===== config.mk =====
export PLATFORM = sky130hd
export DESIGN_NAME = dump_engine_flat
export DESIGN_NICKNAME = d
export VERILOG_FILES = /design/src/rtl/la_pkg.sv /design/src/rtl/dump_engine_if.sv /design/src/rtl/dump_addr_ctr.sv /design/src/rtl/dump_engine.sv /design/src/flat_wrapper.sv
export SDC_FILE = /design/constraint.sdc
export NUM_CORES = 1
export LEC_CHECK = 0
export ABC_AREA = 1
export BUFFER_PORTS_ARGS = -buffer_cell sky130_fd_sc_hd__buf_2
export CAP_MARGIN = 20
export CORE_MARGIN = 8
export CORE_UTILIZATION = 46
export CTS_BUF_LIST = sky130_fd_sc_hd__clkbuf_16
export DETAILED_ROUTE_END_ITERATION = 8
export PLACE_DENSITY = 0.74
export SYNTH_ARGS = -nofsm -noshare
export SYNTH_HDL_FRONTEND = slang
export SYNTH_SLANG_ARGS = --single-unit

===== constraint.sdc =====
create_clock -name clk -period 1.4 [get_ports clk]
set_input_delay 0.21 -clock clk [delete_from_list [all_inputs] [get_ports clk]]
set_output_delay 0.21 -clock clk [all_outputs]
set_load 0.02 [all_outputs]

===== src/rtl/la_pkg.sv =====
// Shared definitions for the logic-analyzer readout path: dump FSM states,
// channel count, header tag and default RAM geometry.
package la_pkg;

    localparam int         NUM_CH      = 5;
    localparam logic [4:0] HDR_TAG     = 5'b10100;
    localparam int         DEF_ENTRIES = 384;
    localparam int         DEF_AW      = 9;

    typedef enum logic [2:0] {
        ST_IDLE,
        ST_RD,
        ST_LAT,
        ST_SEND,
        ST_WAIT_TX,
        ST_DONE
    } dump_state_e;

    function automatic logic chan_valid(input logic [2:0] ch);
        return (ch != 3'd0) && (ch <= 3'd5);
    endfunction

    // Channel numbers are 1-based; bit 0 of the enable vector is CH1.
    function automatic logic [NUM_CH-1:0] chan_onehot(input logic [2:0] ch);
        logic [NUM_CH-1:0] oh;
        oh = '0;
        if (chan_valid(ch)) oh[ch - 3'd1] = 1'b1;
        return oh;
    endfunction

endpackage


===== src/rtl/dump_engine_if.sv =====
// Bundle of the dump engine's command, RAM-read and UART-TX signals.
// master = the dump engine, slave = command processor / RAMs / UART side.
interface dump_engine_if #(
    parameter int AW = la_pkg::DEF_AW
) ();
    logic                      dump_start;
    logic [2:0]                dump_chan;
    logic [AW-1:0]             wr_ptr;
    logic [7:0]                rdataCH1;
    logic [7:0]                rdataCH2;
    logic [7:0]                rdataCH3;
    logic [7:0]                rdataCH4;
    logic [7:0]                rdataCH5;
    logic [AW-1:0]             ram_addr;
    logic [la_pkg::NUM_CH-1:0] ch_rd_en;
    logic [7:0]                tx_data;
    logic                      trmt;
    logic                      tx_done;
    logic                      busy;
    logic                      dump_done;

    modport master (
        input  dump_start, dump_chan, wr_ptr,
        input  rdataCH1, rdataCH2, rdataCH3, rdataCH4, rdataCH5, tx_done,
        output ram_addr, ch_rd_en, tx_data, trmt, busy, dump_done
    );

    modport slave (
        output dump_start, dump_chan, wr_ptr,
        output rdataCH1, rdataCH2, rdataCH3, rdataCH4, rdataCH5, tx_done,
        input  ram_addr, ch_rd_en, tx_data, trmt, busy, dump_done
    );
endinterface


===== src/rtl/dump_addr_ctr.sv =====
// Circular read-address counter (wraps at ENTRIES, not 2**AW) plus a count of
// samples already sent, with a flag on the final sample.
module dump_addr_ctr #(
    parameter int ENTRIES = la_pkg::DEF_ENTRIES,
    parameter int AW      = la_pkg::DEF_AW
) (
    input  logic          clk,
    input  logic          rst_n,
    input  logic          load,
    input  logic [AW-1:0] load_addr,
    input  logic          inc,
    output logic [AW-1:0] addr,
    output logic          last
);

    localparam logic [AW-1:0] LAST_IDX = AW'(ENTRIES - 1);
    localparam logic [AW-1:0] ONE      = AW'(1);

    logic [AW-1:0] cnt;

    // NOTE: sequential state uses non-blocking assignments so every register
    // samples pre-edge values regardless of block ordering.
    always_ff @(posedge clk or negedge rst_n) begin
        if (!rst_n) begin
            addr <= '0;
            cnt  <= '0;
        end else if (load) begin
            // A pointer outside the RAM cannot name the oldest sample; start at 0.
            addr <= (load_addr > LAST_IDX) ? '0 : load_addr;
            cnt  <= '0;
        end else if (inc) begin
            addr <= (addr == LAST_IDX) ? '0 : addr + ONE;
            cnt  <= cnt + ONE;
        end
    end

    assign last = (cnt == LAST_IDX);

endmodule


===== src/rtl/dump_engine.sv =====
// Streams one channel's circular capture RAM to the UART, oldest sample first.
// Define DUMP_CHAN_HDR_EN to prefix each dump with a {HDR_TAG, channel} byte.
module dump_engine
    import la_pkg::*;
#(
    parameter int ENTRIES = DEF_ENTRIES,
    parameter int AW      = DEF_AW
) (
    input  logic          clk,
    input  logic          rst_n,
    dump_engine_if.master bus
);

`ifdef DUMP_CHAN_HDR_EN
    localparam logic HDR_EN = 1'b1;
`else
    localparam logic HDR_EN = 1'b0;
`endif

    dump_state_e state_q, state_d;
    logic [2:0]  chan_q;
    logic        hdr_q;
    logic        ctr_load;
    logic        ctr_inc;
    logic        ctr_last;
    logic        accept;
    logic [2:0]  rd_chan;
    logic [7:0]  rdata_sel;

    assign accept  = (state_q == ST_IDLE) && bus.dump_start && chan_valid(bus.dump_chan);
    // On the IDLE->RD edge the channel register is not loaded yet.
    assign rd_chan = (state_q == ST_IDLE) ? bus.dump_chan : chan_q;

    dump_addr_ctr #(
        .ENTRIES (ENTRIES),
        .AW      (AW)
    ) u_addr_ctr (
        .clk       (clk),
        .rst_n     (rst_n),
        .load      (ctr_load),
        .load_addr (bus.wr_ptr),
        .inc       (ctr_inc),
        .addr      (bus.ram_addr),
        .last      (ctr_last)
    );

    always_ff @(posedge clk or negedge rst_n) begin
        if (!rst_n) state_q <= ST_IDLE;
        else        state_q <= state_d;
    end

    // NOTE: every output of this block gets a default first so no path
    // through the case leaves a signal unassigned and infers a latch.
    always_comb begin
        state_d  = state_q;
        ctr_load = 1'b0;
        ctr_inc  = 1'b0;
        case (state_q)
            ST_IDLE: begin
                if (bus.dump_start) begin
                    if (accept) begin
                        ctr_load = 1'b1;
                        state_d  = HDR_EN ? ST_SEND : ST_RD;
                    end else begin
                        state_d = ST_DONE;
                    end
                end
            end
            ST_RD:   state_d = ST_LAT;
            ST_LAT:  state_d = ST_SEND;
            ST_SEND: state_d = ST_WAIT_TX;
            ST_WAIT_TX: begin
                if (bus.tx_done) begin
                    if (hdr_q) begin
                        state_d = ST_RD;
                    end else if (ctr_last) begin
                        state_d = ST_DONE;
                    end else begin
                        ctr_inc = 1'b1;
                        state_d = ST_RD;
                    end
                end
            end
            ST_DONE: state_d = ST_IDLE;
            default: state_d = ST_IDLE;
        endcase
    end

    always_comb begin
        rdata_sel = 8'h00;
        case (chan_q)
            3'd1:    rdata_sel = bus.rdataCH1;
            3'd2:    rdata_sel = bus.rdataCH2;
            3'd3:    rdata_sel = bus.rdataCH3;
            3'd4:    rdata_sel = bus.rdataCH4;
            3'd5:    rdata_sel = bus.rdataCH5;
            default: rdata_sel = 8'h00;
        endcase
    end

    // Outputs are registered from the next state so they line up with the
    // state they belong to.
    always_ff @(posedge clk or negedge rst_n) begin
        if (!rst_n) begin
            chan_q        <= 3'd0;
            hdr_q         <= 1'b0;
            bus.tx_data   <= 8'h00;
            bus.ch_rd_en  <= '0;
            bus.trmt      <= 1'b0;
            bus.busy      <= 1'b0;
            bus.dump_done <= 1'b0;
        end else begin
            if (accept) begin
                chan_q <= bus.dump_chan;
                hdr_q  <= HDR_EN;
            end else if ((state_q == ST_WAIT_TX) && bus.tx_done) begin
                hdr_q <= 1'b0;
            end

            if (accept && HDR_EN) bus.tx_data <= {HDR_TAG, bus.dump_chan};
            else if (state_q == ST_LAT) bus.tx_data <= rdata_sel;

            bus.ch_rd_en  <= (state_d == ST_RD) ? chan_onehot(rd_chan) : '0;
            bus.trmt      <= (state_d == ST_SEND);
            bus.busy      <= (state_d != ST_IDLE);
            bus.dump_done <= (state_d == ST_DONE);
        end
    end

endmodule


===== src/flat_wrapper.sv =====
// flat-port wrapper written by rule: the top's interface ports become plain ports
module dump_engine_flat import la_pkg::*;
#(
    parameter int ENTRIES = DEF_ENTRIES,
    parameter int AW      = DEF_AW
)
  (clk, rst_n, bus_dump_start, bus_dump_chan, bus_wr_ptr, bus_rdataCH1, bus_rdataCH2, bus_rdataCH3, bus_rdataCH4, bus_rdataCH5, bus_tx_done, bus_ram_addr, bus_ch_rd_en, bus_tx_data, bus_trmt, bus_busy, bus_dump_done);
  dump_engine_if #(.AW(AW)) bus_i ();
  input  logic clk;
  input  logic rst_n;
  input wire logic [$bits(bus_i.dump_start)-1:0] bus_dump_start;
  input wire logic [$bits(bus_i.dump_chan)-1:0] bus_dump_chan;
  input wire logic [$bits(bus_i.wr_ptr)-1:0] bus_wr_ptr;
  input wire logic [$bits(bus_i.rdataCH1)-1:0] bus_rdataCH1;
  input wire logic [$bits(bus_i.rdataCH2)-1:0] bus_rdataCH2;
  input wire logic [$bits(bus_i.rdataCH3)-1:0] bus_rdataCH3;
  input wire logic [$bits(bus_i.rdataCH4)-1:0] bus_rdataCH4;
  input wire logic [$bits(bus_i.rdataCH5)-1:0] bus_rdataCH5;
  input wire logic [$bits(bus_i.tx_done)-1:0] bus_tx_done;
  output wire logic [$bits(bus_i.ram_addr)-1:0] bus_ram_addr;
  output wire logic [$bits(bus_i.ch_rd_en)-1:0] bus_ch_rd_en;
  output wire logic [$bits(bus_i.tx_data)-1:0] bus_tx_data;
  output wire logic [$bits(bus_i.trmt)-1:0] bus_trmt;
  output wire logic [$bits(bus_i.busy)-1:0] bus_busy;
  output wire logic [$bits(bus_i.dump_done)-1:0] bus_dump_done;
  assign bus_i.dump_start = bus_dump_start;
  assign bus_i.dump_chan = bus_dump_chan;
  assign bus_i.wr_ptr = bus_wr_ptr;
  assign bus_i.rdataCH1 = bus_rdataCH1;
  assign bus_i.rdataCH2 = bus_rdataCH2;
  assign bus_i.rdataCH3 = bus_rdataCH3;
  assign bus_i.rdataCH4 = bus_rdataCH4;
  assign bus_i.rdataCH5 = bus_rdataCH5;
  assign bus_i.tx_done = bus_tx_done;
  assign bus_ram_addr = bus_i.ram_addr;
  assign bus_ch_rd_en = bus_i.ch_rd_en;
  assign bus_tx_data = bus_i.tx_data;
  assign bus_trmt = bus_i.trmt;
  assign bus_busy = bus_i.busy;
  assign bus_dump_done = bus_i.dump_done;
  dump_engine #(.ENTRIES(ENTRIES), .AW(AW)) u_core (.clk(clk), .rst_n(rst_n), .bus(bus_i));
endmodule

==> results of run 1 <==
## what timing repair did
action,4_1_cts,5_1_grt
pin swaps,10,18
hold buffers,1,0
gates resized for setup,25,22
endpoints found under the hold margin,13,0
endpoints found under the setup margin,25,35
setup buffers,8,3
cloned,1,0
## registers in the layout, summed over array words and instances (netlist names)
name,count
u_core.state_q,3
u_core.bus.trmt,1
u_core.bus.dump_done,1
u_core.u_addr_ctr.addr,9
u_core.bus.busy,1
u_core.bus.tx_data,8
u_core.u_addr_ctr.cnt,9
u_core.chan_q,3
u_core.bus.ch_rd_en,5
## worst max-delay path: cells and delay by family, from the launching register on
kind                     cells  cell delay (ps)
adder cells (fa/ha/maj)      1              170
AND/OR/NAND/NOR              7              910
flip-flops                   1              410
## cell families after synthesis
logic type                 count (synthesis)  synth area share, %
AOI/OAI and AO/OA                         29                 6.50
xor gates and xnor gates                   4                 1.40
adders and majority gates                  5                 2.50
buffers and inverters                     48                 8.20
DFF                                       40                 40.0
and+or+nand+nor                          228                 41.4
## metrics by stage
| stage | power, mW | hold slack [ps] | instance area [um2] | util, % |
|---|---|---|---|---|
| 3_5_place_dp | 5.39 | 154 | 3300 | 61.4 |
| 3_3_place_gp | 5.29 | 149 | 3300 | 61.4 |
| 4_1_cts | 6.88 | 203 | 3650 | 68.0 |
| 2_1_floorplan | 4.09 | -85.6 | 2510 | - |
| 6_report | 7.15 | 206 | 3740 | 69.6 |
| 5_1_grt | 7.64 | 242 | 3740 | 69.6 |
## placed cells by master (no fill, tap or decap), types with 3 or more instances in the layout
cell type	instances
nand2_4	5
clkbuf_16	5
nand2_1	129
nand3_2	5
buf_2	80
nor3_2	3
buf_12	3
inv_2	9
buf_4	45
nor2_4	4
inv_1	33
nand2_2	9
o21ai_1	10
dfrtp_1	38
nor2_1	26
buf_6	5
o21ai_2	3
o21ai_0	6
a21oi_1	3
nand3b_1	3
nand3_1	19
nand4_1	15
## routing by layer
layer | wire length (um) | up-vias | GRT usage [%]
li1 | - | 1403 | -
met1 | 3130 | 1301 | 21.5
met5 | 0 | - | 0
met4 | 123 | 0 | 7.33
met3 | 568 | 11 | 4.66
met2 | 3890 | 85 | 32.6
## area by class of cell
| type | count | area share, % |
|---|---|---|
| clock buffer | 5 | 3.35 |
| clock inverter | 3 | 0.301 |
| timing repair buffer | 135 | 23.5 |
| sequential | 40 | 26.9 |
| multi-input combinational | 267 | 39.2 |
| inverter | 42 | 4.35 |
| tap | 72 | 2.41 |
## power by group through the flow
stage	clock network, mW	registers, mW	logic (mW)
after floorplan	0	2.17	1.92
after global placement	0	1.86	3.43
after detailed placement	0	1.86	3.53
after CTS	1.09	1.85	3.95
after global routing	1.14	1.91	4.59
final	1.08	1.87	4.20
## final timing paths
| check | start | endpoint | slack, ps |
|---|---|---|---|
| max | u_core.state_q[1]$_DFF_PN0_ | u_core.bus.ch_rd_en[2]$_DFF_PN0_ | -200 |
| min | bus_wr_ptr[3] | u_core.u_addr_ctr.addr[3]$_DFFE_PN0P_ | 210 |
| max reg2reg | u_core.state_q[1]$_DFF_PN0_ | u_core.bus.ch_rd_en[2]$_DFF_PN0_ | -200 |
| min reg2reg | u_core.bus.tx_data[5]$_DFFE_PN0N_ | u_core.bus.tx_data[5]$_DFFE_PN0N_ | 480 |
| max in group asynchronous | rst_n | u_core.chan_q[2]$_DFFE_PN0P_ | 530 |
| min in group asynchronous | rst_n | u_core.u_addr_ctr.addr[6]$_DFFE_PN0P_ | 390 |
==> qor.csv, run 1 <==
stage;metric;value;unit
power;LEAKAGE;2.06;nW
die;initial core utilization;46.6;%
cells_and_area;area growth from synthesis to layout;49.4;%
placement;gp weighted congestion;0.920;
routing;Final Routed Wirelength;7.72;mm
yosys;Mapped Cells;354;
setup_path;CP most frequent cell;nand2_2;
setup_path;Critical-path top delay cell;dfrtp_1;
die;core box area;5370;um2
sta;final hold vios;0;
job;max-cap violation count;0;
yosys;synth warn;0;
yosys;cell with the most instances after synthesis;nand2_1;
setup_path;max incr delay on CP;410;ps
worst_hold_path;worst hold path class;in2reg;
placement;post-detail-place hpwl;5.56;mm
cells_and_area;sequential standard cell area;1000;um2
yosys;Synthesized Nets;415;
setup_path;critical path cell sequence;nor2_4 -> nand2_2 -> nand2_2 -> nand2_4 -> ha_4 -> or2_4 -> nand3b_1 -> nor2_1;
power;VDD IR max;1080;uV
grt;vias in the first global route;2829;
cells_and_area;share of cells above drive strength 1;40.2;%
yosys;top cells by area, synth;dfrtp_1 40%, nand2_1 21%, inv_1 5.1%;
yosys;post-synthesis cell area;2500;um2
sta;Final Setup Violations;23;
cells_and_area;# fillers;430;
die;io pins;81;
die;total die area;8050;um2
yosys;Async SR Flop Fraction;100;%
yosys;sequential share of the synthesized area;40.0;%
yosys;top_reg_cell synth;dfrtp_1;
clocking;Num CTS Buffers;5;
cells_and_area;Multi-input gate area;1460;um2
cells_and_area;Layout Nets;552;
grt;largest net degree at the start of global routing;20;
clocking;H-tree depth;2;
yosys;cell taking the most area after synthesis;dfrtp_1;
die;Die X-Extent;89.7;um
clocking;clk sinks;40;
sta;worst clock skew;4.06;ps
clocking;CTS Root Cell;clkbuf_16;
power;P per Cell Area;1910;nW/um2
placement;number of port buffers;80;
sta;Worst Tran Pin Value;398;ps
clocking;CTS Buffer Depth;2;
yosys;top post-synthesis cells by count;139 x nand2_1, 40 x dfrtp_1, 34 x inv_1;
yosys;Yosys top cell area share;40.0;%
sta;RSZ-0062 raised after global routing;true;
yosys;number of synthesized register bits;40;
setup_path;Crit Path Category;reg2reg;
power;Seq pwr share;26.2;%
power;clock power share;15.1;%
grt;first-pass GRT wire length;12.8;mm
routing;# DRC;0;
sta;setup tns final;-2300;ps
grt;initial antenna violation count;0;
worst_hold_path;Worst Hold Depth;5;
yosys;synth unique cells;34;
clocking;CTS tree;done;
sta;Final WS setup;-202;ps
grt;Total GRT Usage;18.8;%
sta;Final min period;1600;ps
run_status;failing checks;setup timing;
routing;Detailed Routing Iterations Pass 1;4;
setup_path;CP arrival;1780;ps
die;Rows;27;
clocking;clk_lat worst skew;280;ps
sta;final period utilization;114;%
sta;Rel. slew slack;73.5;%
yosys;number of synthesized flops with an enable pin;0;
placement;pre-CTS setup slack;-156;ps
power;Switching Power;3.21;mW
yosys;Post-Syn Area per Cell;7.07;um2
die;Die H;89.7;um
placement;placed insts;544;
cells_and_area;final non-filler cell total;564;
cells_and_area;n_diodes;0;
run_status;status;finished, violations left;
routing;wire length per cell;13.7;um
setup_path;crit path launch type;flop;
grt;Congestion Overflow GR;0;
routing;vias per inst;4.96;
routing;Post-DRT Antenna Nets;0;
routing;via count;2800;
clocking;clk slew on worst S/H paths;60;ps
sta;FMAX;624;MHz
power;internal power;3.94;mW
setup_path;Max FO, Critical Path;6;
sta;Pins Over Slew Limit;0;
setup_path;worst-case reg-to-reg path depth;8;
setup_path;CP endpoint kind;flop;
setup_path;CP Data Required Time;1570;ps
routing;first-iteration detailed-routing DRC count;140;
power;Comb power frac;58.7;%
power;switch share;44.9;%
(Power assumes the default switching activity.)
==> run 2: changes to the inputs <==
--- a/config.mk
+++ b/config.mk
@@ -8,11 +8,13 @@
 export ABC_AREA = 1
 export BUFFER_PORTS_ARGS = -buffer_cell sky130_fd_sc_hd__buf_2
 export CAP_MARGIN = 20
+export CELL_PAD_IN_SITES_DETAIL_PLACEMENT = 1
+export CELL_PAD_IN_SITES_GLOBAL_PLACEMENT = 2
 export CORE_MARGIN = 8
-export CORE_UTILIZATION = 46
+export CORE_UTILIZATION = 24
 export CTS_BUF_LIST = sky130_fd_sc_hd__clkbuf_16
 export DETAILED_ROUTE_END_ITERATION = 8
-export PLACE_DENSITY = 0.74
+export PLACE_DENSITY = 0.73
 export SYNTH_ARGS = -nofsm -noshare
 export SYNTH_HDL_FRONTEND = slang
 export SYNTH_SLANG_ARGS = --single-unit
==> run 2 against run 1 <==
The flow still finishes with violations (setup timing). Maximum frequency rose by 3.3%. Register-to-register slack improved by 50 ps. Sequential cell count did not move. Via count fell by 1.6%. Largest power group unchanged.
==> qor.csv, run 2 (synthesis results as in run 1) <==
stage;metric;value;unit;change
sta;RSZ-0062 raised after global routing;true;;
clocking;clk_lat worst skew;280;ps;about the same
power;internal power;4.18;mW;+6.1%
placement;dpl cell area;3360;um2;+1.7%
power;Tot Pwr;7.44;mW;+4.1%
cells_and_area;n_diodes;0;;unchanged
routing;Post-DRT Antenna Nets;0;;unchanged
setup_path;Max FO, Critical Path;5;;-1
sta;Rel. slew slack;72.0;%;-1.5 points
power;clock power share;17.4;%;+2.3 points
sta;final hold vios;0;;unchanged
sta;Worst Tran Pin Value;420;ps;+22.6 ps
cells_and_area;share of cells above drive strength 1;40.5;%;+0.29 points
cells_and_area;Regs by FF count;u_core.u_addr_ctr.addr x9, u_core.u_addr_ctr.cnt x9, u_core.bus.tx_data x8;;
die;initial core utilization;24.4;%;-22 points
clocking;clk sinks;40;;unchanged
routing;# DRC;0;;unchanged
power;VDD IR max;577;uV;-46%
routing;first-iteration detailed-routing DRC count;72;;-49%
job;max-cap violation count;0;;unchanged
die;io pins;81;;unchanged
power;switch share;43.8;%;-1.1 points
routing;via count;2755;;-1.6%
sta;Pins Over Slew Limit;0;;unchanged
placement;pre-CTS setup slack;-181;ps;-24.9 ps
grt;first-pass GRT wire length;14.9;mm;+16%
setup_path;CP endpoint kind;flop;;
die;Die H;118;um;+32%
placement;post-detail-place hpwl;6.98;mm;+26%
cells_and_area;Layout Nets;546;;-1.1%
clocking;clk slew on worst S/H paths;60;ps;about the same
power;LEAKAGE;2.04;nW;-1.0%
die;total die area;13900;um2;+73%
clocking;CTS tree;done;;
setup_path;CP arrival;1720;ps;-60 ps
die;Rows;37;;+37%
grt;Total GRT Usage;12.9;%;-5.9 points
grt;largest net degree at the start of global routing;27;;+35%
clocking;Num CTS Buffers;5;;unchanged
routing;vias per inst;4.43;;-11%
cells_and_area;# fillers;1275;;+200%
setup_path;Crit Path Category;reg2reg;;
cells_and_area;most common cell after layout, fill and taps aside;nand2_1;;
run_status;status;finished, violations left;;
routing;wire length per cell;14.5;um;+6.2%
sta;setup tns final;-2160;ps;+133 ps
die;Die X-Extent;118;um;+32%
cells_and_area;final non-filler cell total;622;;+10%
power;P per Cell Area;1940;nW/um2;+1.5%
routing;Final Routed Wirelength;9.03;mm;+17%
routing;Detailed Routing Iterations Pass 1;4;;unchanged
setup_path;crit path launch type;flop;;
power;Comb power frac;57.9;%;-0.8 points
sta;final period utilization;111;%;-3.6 points
placement;number of port buffers;80;;unchanged
setup_path;CP Data Required Time;1570;ps;about the same
sta;Final Setup Violations;23;;unchanged
clocking;CTS Buffer Depth;2;;unchanged
placement;placed insts;603;;+11%
grt;Congestion Overflow GR;0;;unchanged
sta;FMAX;645;MHz;+3.3%
cells_and_area;most frequent cells in the layout;123 x nand2_1, 80 x buf_2, 39 x dfrtp_1;;
sta;Final min period;1550;ps;-50.6 ps
worst_hold_path;worst hold path class;in2reg;;
power;Switching Power;3.26;mW;+1.7%
clocking;H-tree depth;2;;unchanged
sta;worst clock skew;8.16;ps;+4.10 ps
cells_and_area;final core occ;37.5;%;-32 points
placement;gp weighted congestion;0.785;;-15%
sta;worst hold slack;204;ps;-2.70 ps
grt;initial antenna violation count;0;;unchanged
die;core box area;10200;um2;+90%
sta;Final WS setup;-151;ps;+50.6 ps
cells_and_area;Final Cell Area;3830;um2;+2.6%
run_status;failing checks;setup timing;;
clocking;CTS Root Cell;clkbuf_16;;
cells_and_area;area growth from synthesis to layout;53.3;%;
power;Seq pwr share;24.7;%;-1.5 points
grt;vias in the first global route;3036;;+7.3%
## run 2: what timing repair did
item,CTS,global route
gates resized for setup,30,33
endpoints found under the hold margin,14,0
hold buffers,1,0
pin swaps,11,15
setup endpoints to repair,24,30
buffers inserted,8,3
## run 2: power by group through the flow
stage	clock network (mW)	registers, mW	logic [mW]
finish	1.29	1.84	4.31
detailed placement	0	1.85	3.72
CTS	1.35	1.84	4.24
floorplan	0	2.17	1.92
global placement	0	1.84	3.60
global route	1.38	1.90	4.80
## run 2: per-layer routing
metal / share of wire [%] / vias up / track usage (%)
li1: - / 1389 / -
met1: 47 / 1297 / 15.7
met2: 49 / 62 / 22.4
met3: 3.9 / 7 / 2.88
met4: 0.92 / 0 / 3.12
met5: 0 / - / 0
## run 2: cell type report
| type | count | area [um2] | area share, % |
|---|---|---|---|
| clock buffers | 5 | 125 | 3.26 |
| clock inverters | 3 | 37.5 | 0.979 |
| inverters | 42 | 183 | 4.76 |
| multi-input cells | 266 | 1460 | 38.2 |
| flip-flops and latches | 40 | 1000 | 26.1 |
| well taps | 136 | 170 | 4.44 |
| repair buffers | 130 | 853 | 22.3 |
## run 2: final timing paths
check | start | endpoint | slack [ps] | depth (start not counted)
worst max-delay path | u_core.state_q[0]$_DFF_PN0_ | u_core.bus.ch_rd_en[2]$_DFF_PN0_ | -150 | 8
worst min-delay path | bus_wr_ptr[2] | u_core.u_addr_ctr.addr[2]$_DFFE_PN0P_ | 200 | 5
worst max register to register | u_core.state_q[0]$_DFF_PN0_ | u_core.bus.ch_rd_en[2]$_DFF_PN0_ | -150 | 8
worst min register to register | u_core.bus.tx_data[1]$_DFFE_PN0N_ | u_core.bus.tx_data[1]$_DFFE_PN0N_ | 480 | 2
max in group asynchronous | rst_n | u_core.state_q[0]$_DFF_PN0_ | 510 | 3
min in group asynchronous | rst_n | u_core.u_addr_ctr.addr[0]$_DFFE_PN0P_ | 390 | 2
## run 2: worst max-delay path: stages, from the launching register on
cell and delay, ps:
dfrtp_1 410, nor2_4 190, nand2_2 100, nand2_2 90
nand2_4 90, ha_4 170, or2_4 230, nand3b_1 110
nor2_1 60
==> run 3: changes to the inputs <==
--- a/config.mk
+++ b/config.mk
@@ -15,6 +15,7 @@
 export CTS_BUF_LIST = sky130_fd_sc_hd__clkbuf_16
 export DETAILED_ROUTE_END_ITERATION = 8
 export PLACE_DENSITY = 0.73
+export SKIP_CTS_REPAIR_TIMING = 1
 export SYNTH_ARGS = -nofsm -noshare
 export SYNTH_HDL_FRONTEND = slang
 export SYNTH_SLANG_ARGS = --single-unit
==> run 3 against run 2 <==
The run still ends with setup timing left. Register-to-register slack got worse by 40 ps. Die area unchanged. First-iteration DRC count is 17% higher. Global-route usage down 0.36 points. Cell count down 0.64%. Core utilization fell by 1.1 points. Clock power about the same. Sequential cell count did not move. Sequential power about the same. Clock skew hardly changed.
==> qor.csv, run 3 (synthesis results as in run 1) <==
stage;metric;value;unit;change
power;VDD IR max;570;uV;-1.2%
sta;Final WS setup;-190;ps;-39.3 ps
clocking;clk_lat worst skew;280;ps;about the same
setup_path;Crit Path Category;reg2reg;;
setup_path;Worst R2R Setup Slack;-190;ps;-40 ps
sta;final period utilization;114;%;+2.8 points
sta;Worst Tran Pin Value;420;ps;-0.485 ps
cells_and_area;area growth from synthesis to layout;48.7;%;
routing;Final Routed Wirelength;8.90;mm;-1.5%
setup_path;worst-case reg-to-reg path depth;8;;unchanged
grt;Congestion Overflow GR;0;;unchanged
die;initial core utilization;24.4;%;unchanged
cells_and_area;Final Cell Area;3720;um2;-3.0%
cells_and_area;n_diodes;0;;unchanged
die;io pins;81;;unchanged
power;P per Cell Area;1940;nW/um2;+0.14%
setup_path;CP arrival;1760;ps;+40 ps
worst_hold_path;Worst Hold Depth;5;;unchanged
cells_and_area;most common cell after layout, fill and taps aside;nand2_1;;
grt;vias in the first global route;2946;;-3.0%
routing;# DRC;0;;unchanged
routing;first-iteration detailed-routing DRC count;84;;+17%
sta;final hold vios;0;;unchanged
die;Die X-Extent;118;um;unchanged
clocking;H-tree depth;2;;unchanged
grt;first-pass GRT wire length;14.5;mm;-2.9%
placement;number of port buffers;80;;unchanged
cells_and_area;# fillers;1293;;+1.4%
setup_path;reg2reg start;u_core.state_q[1]$_DFF_PN0_;;
routing;top layer in use;met4;;
clocking;clk slew on worst S/H paths;60;ps;about the same
routing;Met1 Wirelength;4.12;mm;-2.0%
placement;placed insts;603;;unchanged
die;total die area;13900;um2;unchanged
cells_and_area;most frequent cells in the layout;133 x nand2_1, 80 x buf_2, 40 x buf_4;;
sta;setup tns final;-2500;ps;-336 ps
run_status;status;finished, violations left;;
routing;vias per inst;4.43;;about the same
grt;initial antenna violation count;0;;unchanged
sta;worst hold slack;208;ps;+4.49 ps
setup_path;crit path launch type;flop;;
setup_path;CP Data Required Time;1570;ps;about the same
routing;met3 WL;381;um;+9.2%
placement;post-detail-place hpwl;6.98;mm;unchanged
sta;FMAX;629;MHz;-2.5%
clocking;CTS Root Cell;clkbuf_16;;
die;core box area;10200;um2;unchanged
cells_and_area;Multi-input gate area;1440;um2;-2.0%
clocking;Num CTS Buffers;5;;unchanged
cells_and_area;final non-filler cell total;618;;-0.64%
clocking;CTS Buffer Depth;2;;unchanged
routing;wire length per cell;14.4;um;-0.86%
sta;Rel. slew slack;72.0;%;about the same
placement;dpl cell area;3360;um2;unchanged
setup_path;Max FO, Critical Path;6;;+1
die;Die H;118;um;unchanged
sta;Final min period;1590;ps;+39.3 ps
clocking;CTS tree;done;;
job;max-cap violation count;0;;unchanged
cells_and_area;Layout Nets;542;;-0.73%
run_status;failing checks;setup timing;;
routing;Detailed Routing Iterations Pass 1;4;;unchanged
worst_hold_path;hold_sp;bus_wr_ptr[4];;
worst_hold_path;worst hold path class;in2reg;;
placement;gp weighted congestion;0.785;;unchanged
sta;worst clock skew;7.93;ps;-0.229 ps
grt;Total GRT Usage;12.5;%;-0.36 points
cells_and_area;final core occ;36.4;%;-1.1 points
setup_path;r2r endpoint;u_core.bus.ch_rd_en[3]$_DFF_PN0_;;
die;Rows;37;;unchanged
sta;Pins Over Slew Limit;0;;unchanged
cells_and_area;sequential standard cell area;1000;um2;unchanged
cells_and_area;share of cells above drive strength 1;38.0;%;-2.6 points
power;LEAKAGE;2.00;nW;-1.8%
routing;Post-DRT Antenna Nets;0;;unchanged
cells_and_area;Regs by FF count;u_core.u_addr_ctr.addr x9, u_core.u_addr_ctr.cnt x9, u_core.bus.tx_data x8;;
routing;via count;2738;;-0.62%
worst_hold_path;hold path endpoint;u_core.u_addr_ctr.addr[4]$_DFFE_PN0P_;;
sta;Final Setup Violations;23;;unchanged
routing;Met2 Routed Length;4.32;mm;-1.8%
sta;RSZ-0062 raised after global routing;true;;
grt;largest net degree at the start of global routing;27;;unchanged
setup_path;CP endpoint kind;flop;;
clocking;clk sinks;40;;unchanged
[run 3: cell count changes in the layout (fill, tap and decap cells not counted), moves of 2 or more]
cell     delta
buf_4       +4
buf_6       -7
inv_2       +3
inv_6       -2
nand2_1    +10
nand2_2    -10
nor2_1      -3
nor2_2      +3
o21ai_0     +3
o21ai_2     -2
[run 3: worst max-delay path by stage]
| stage | start | end | depth (start not counted) |
|---|---|---|---|
| 6_report | u_core.state_q[1]$_DFF_PN0_ | u_core.bus.ch_rd_en[3]$_DFF_PN0_ | 8 |
| 5_1_grt | u_core.state_q[1]$_DFF_PN0_ | u_core.bus.ch_rd_en[3]$_DFF_PN0_ | 9 |
| 3_3_place_gp | u_core.state_q[0]$_DFF_PN0_ | u_core.bus.ch_rd_en[4]$_DFF_PN0_ | 9 |
| 2_1_floorplan | u_core.state_q[0]$_DFF_PN0_ | u_core.bus.ch_rd_en[2]$_DFF_PN0_ | 8 |
| 4_1_cts | u_core.state_q[0]$_DFF_PN0_ | u_core.bus.ch_rd_en[2]$_DFF_PN0_ | 7 |
| 3_5_place_dp | u_core.state_q[0]$_DFF_PN0_ | u_core.bus.ch_rd_en[2]$_DFF_PN0_ | 7 |
[run 3: critical path: stages (launching register included)]
cell and delay (ps):
dfrtp_1 400, nor2_4 200, nand2_2 110, nand2_2 100, nand2_4 90, ha_4 170
or2_4 230, nand3b_1 120, nor2_1 50
[run 3: metrics by stage]
stage	power, mW	worst slack (ps)
2_1_floorplan	4.09	-85.2
3_3_place_gp	5.44	-105
3_5_place_dp	5.57	-181
4_1_cts	6.93	-200
5_1_grt	7.87	-305
6_report	7.23	-190
[run 3: final cells by class]
type,instances,area share [%]
multi-input combinational,266,38.6
sequential,40,26.9
timing repair buffer,126,21.1
tap,136,4.57
inverter,42,4.44
clock buffer,5,3.36
clock inverter,3,1.01
[run 3: where the power goes]
| part | total (mW) | leakage, nW | internal [mW] | switching (mW) |
|---|---|---|---|---|
| Combinational | 4.11 | 1.40 | 1.66 | 2.45 |
| Clock | 1.29 | 0.0789 | 0.829 | 0.464 |
| Sequential | 1.83 | 0.522 | 1.55 | 0.285 |
[run 3: metal layers]
metal / track usage (%) / vias up
met3: 2.78 / 7
met1: 15.5 / 1292
met2: 21.5 / 62
met5: 0 / -
li1: - / 1377
met4: 3.12 / 0
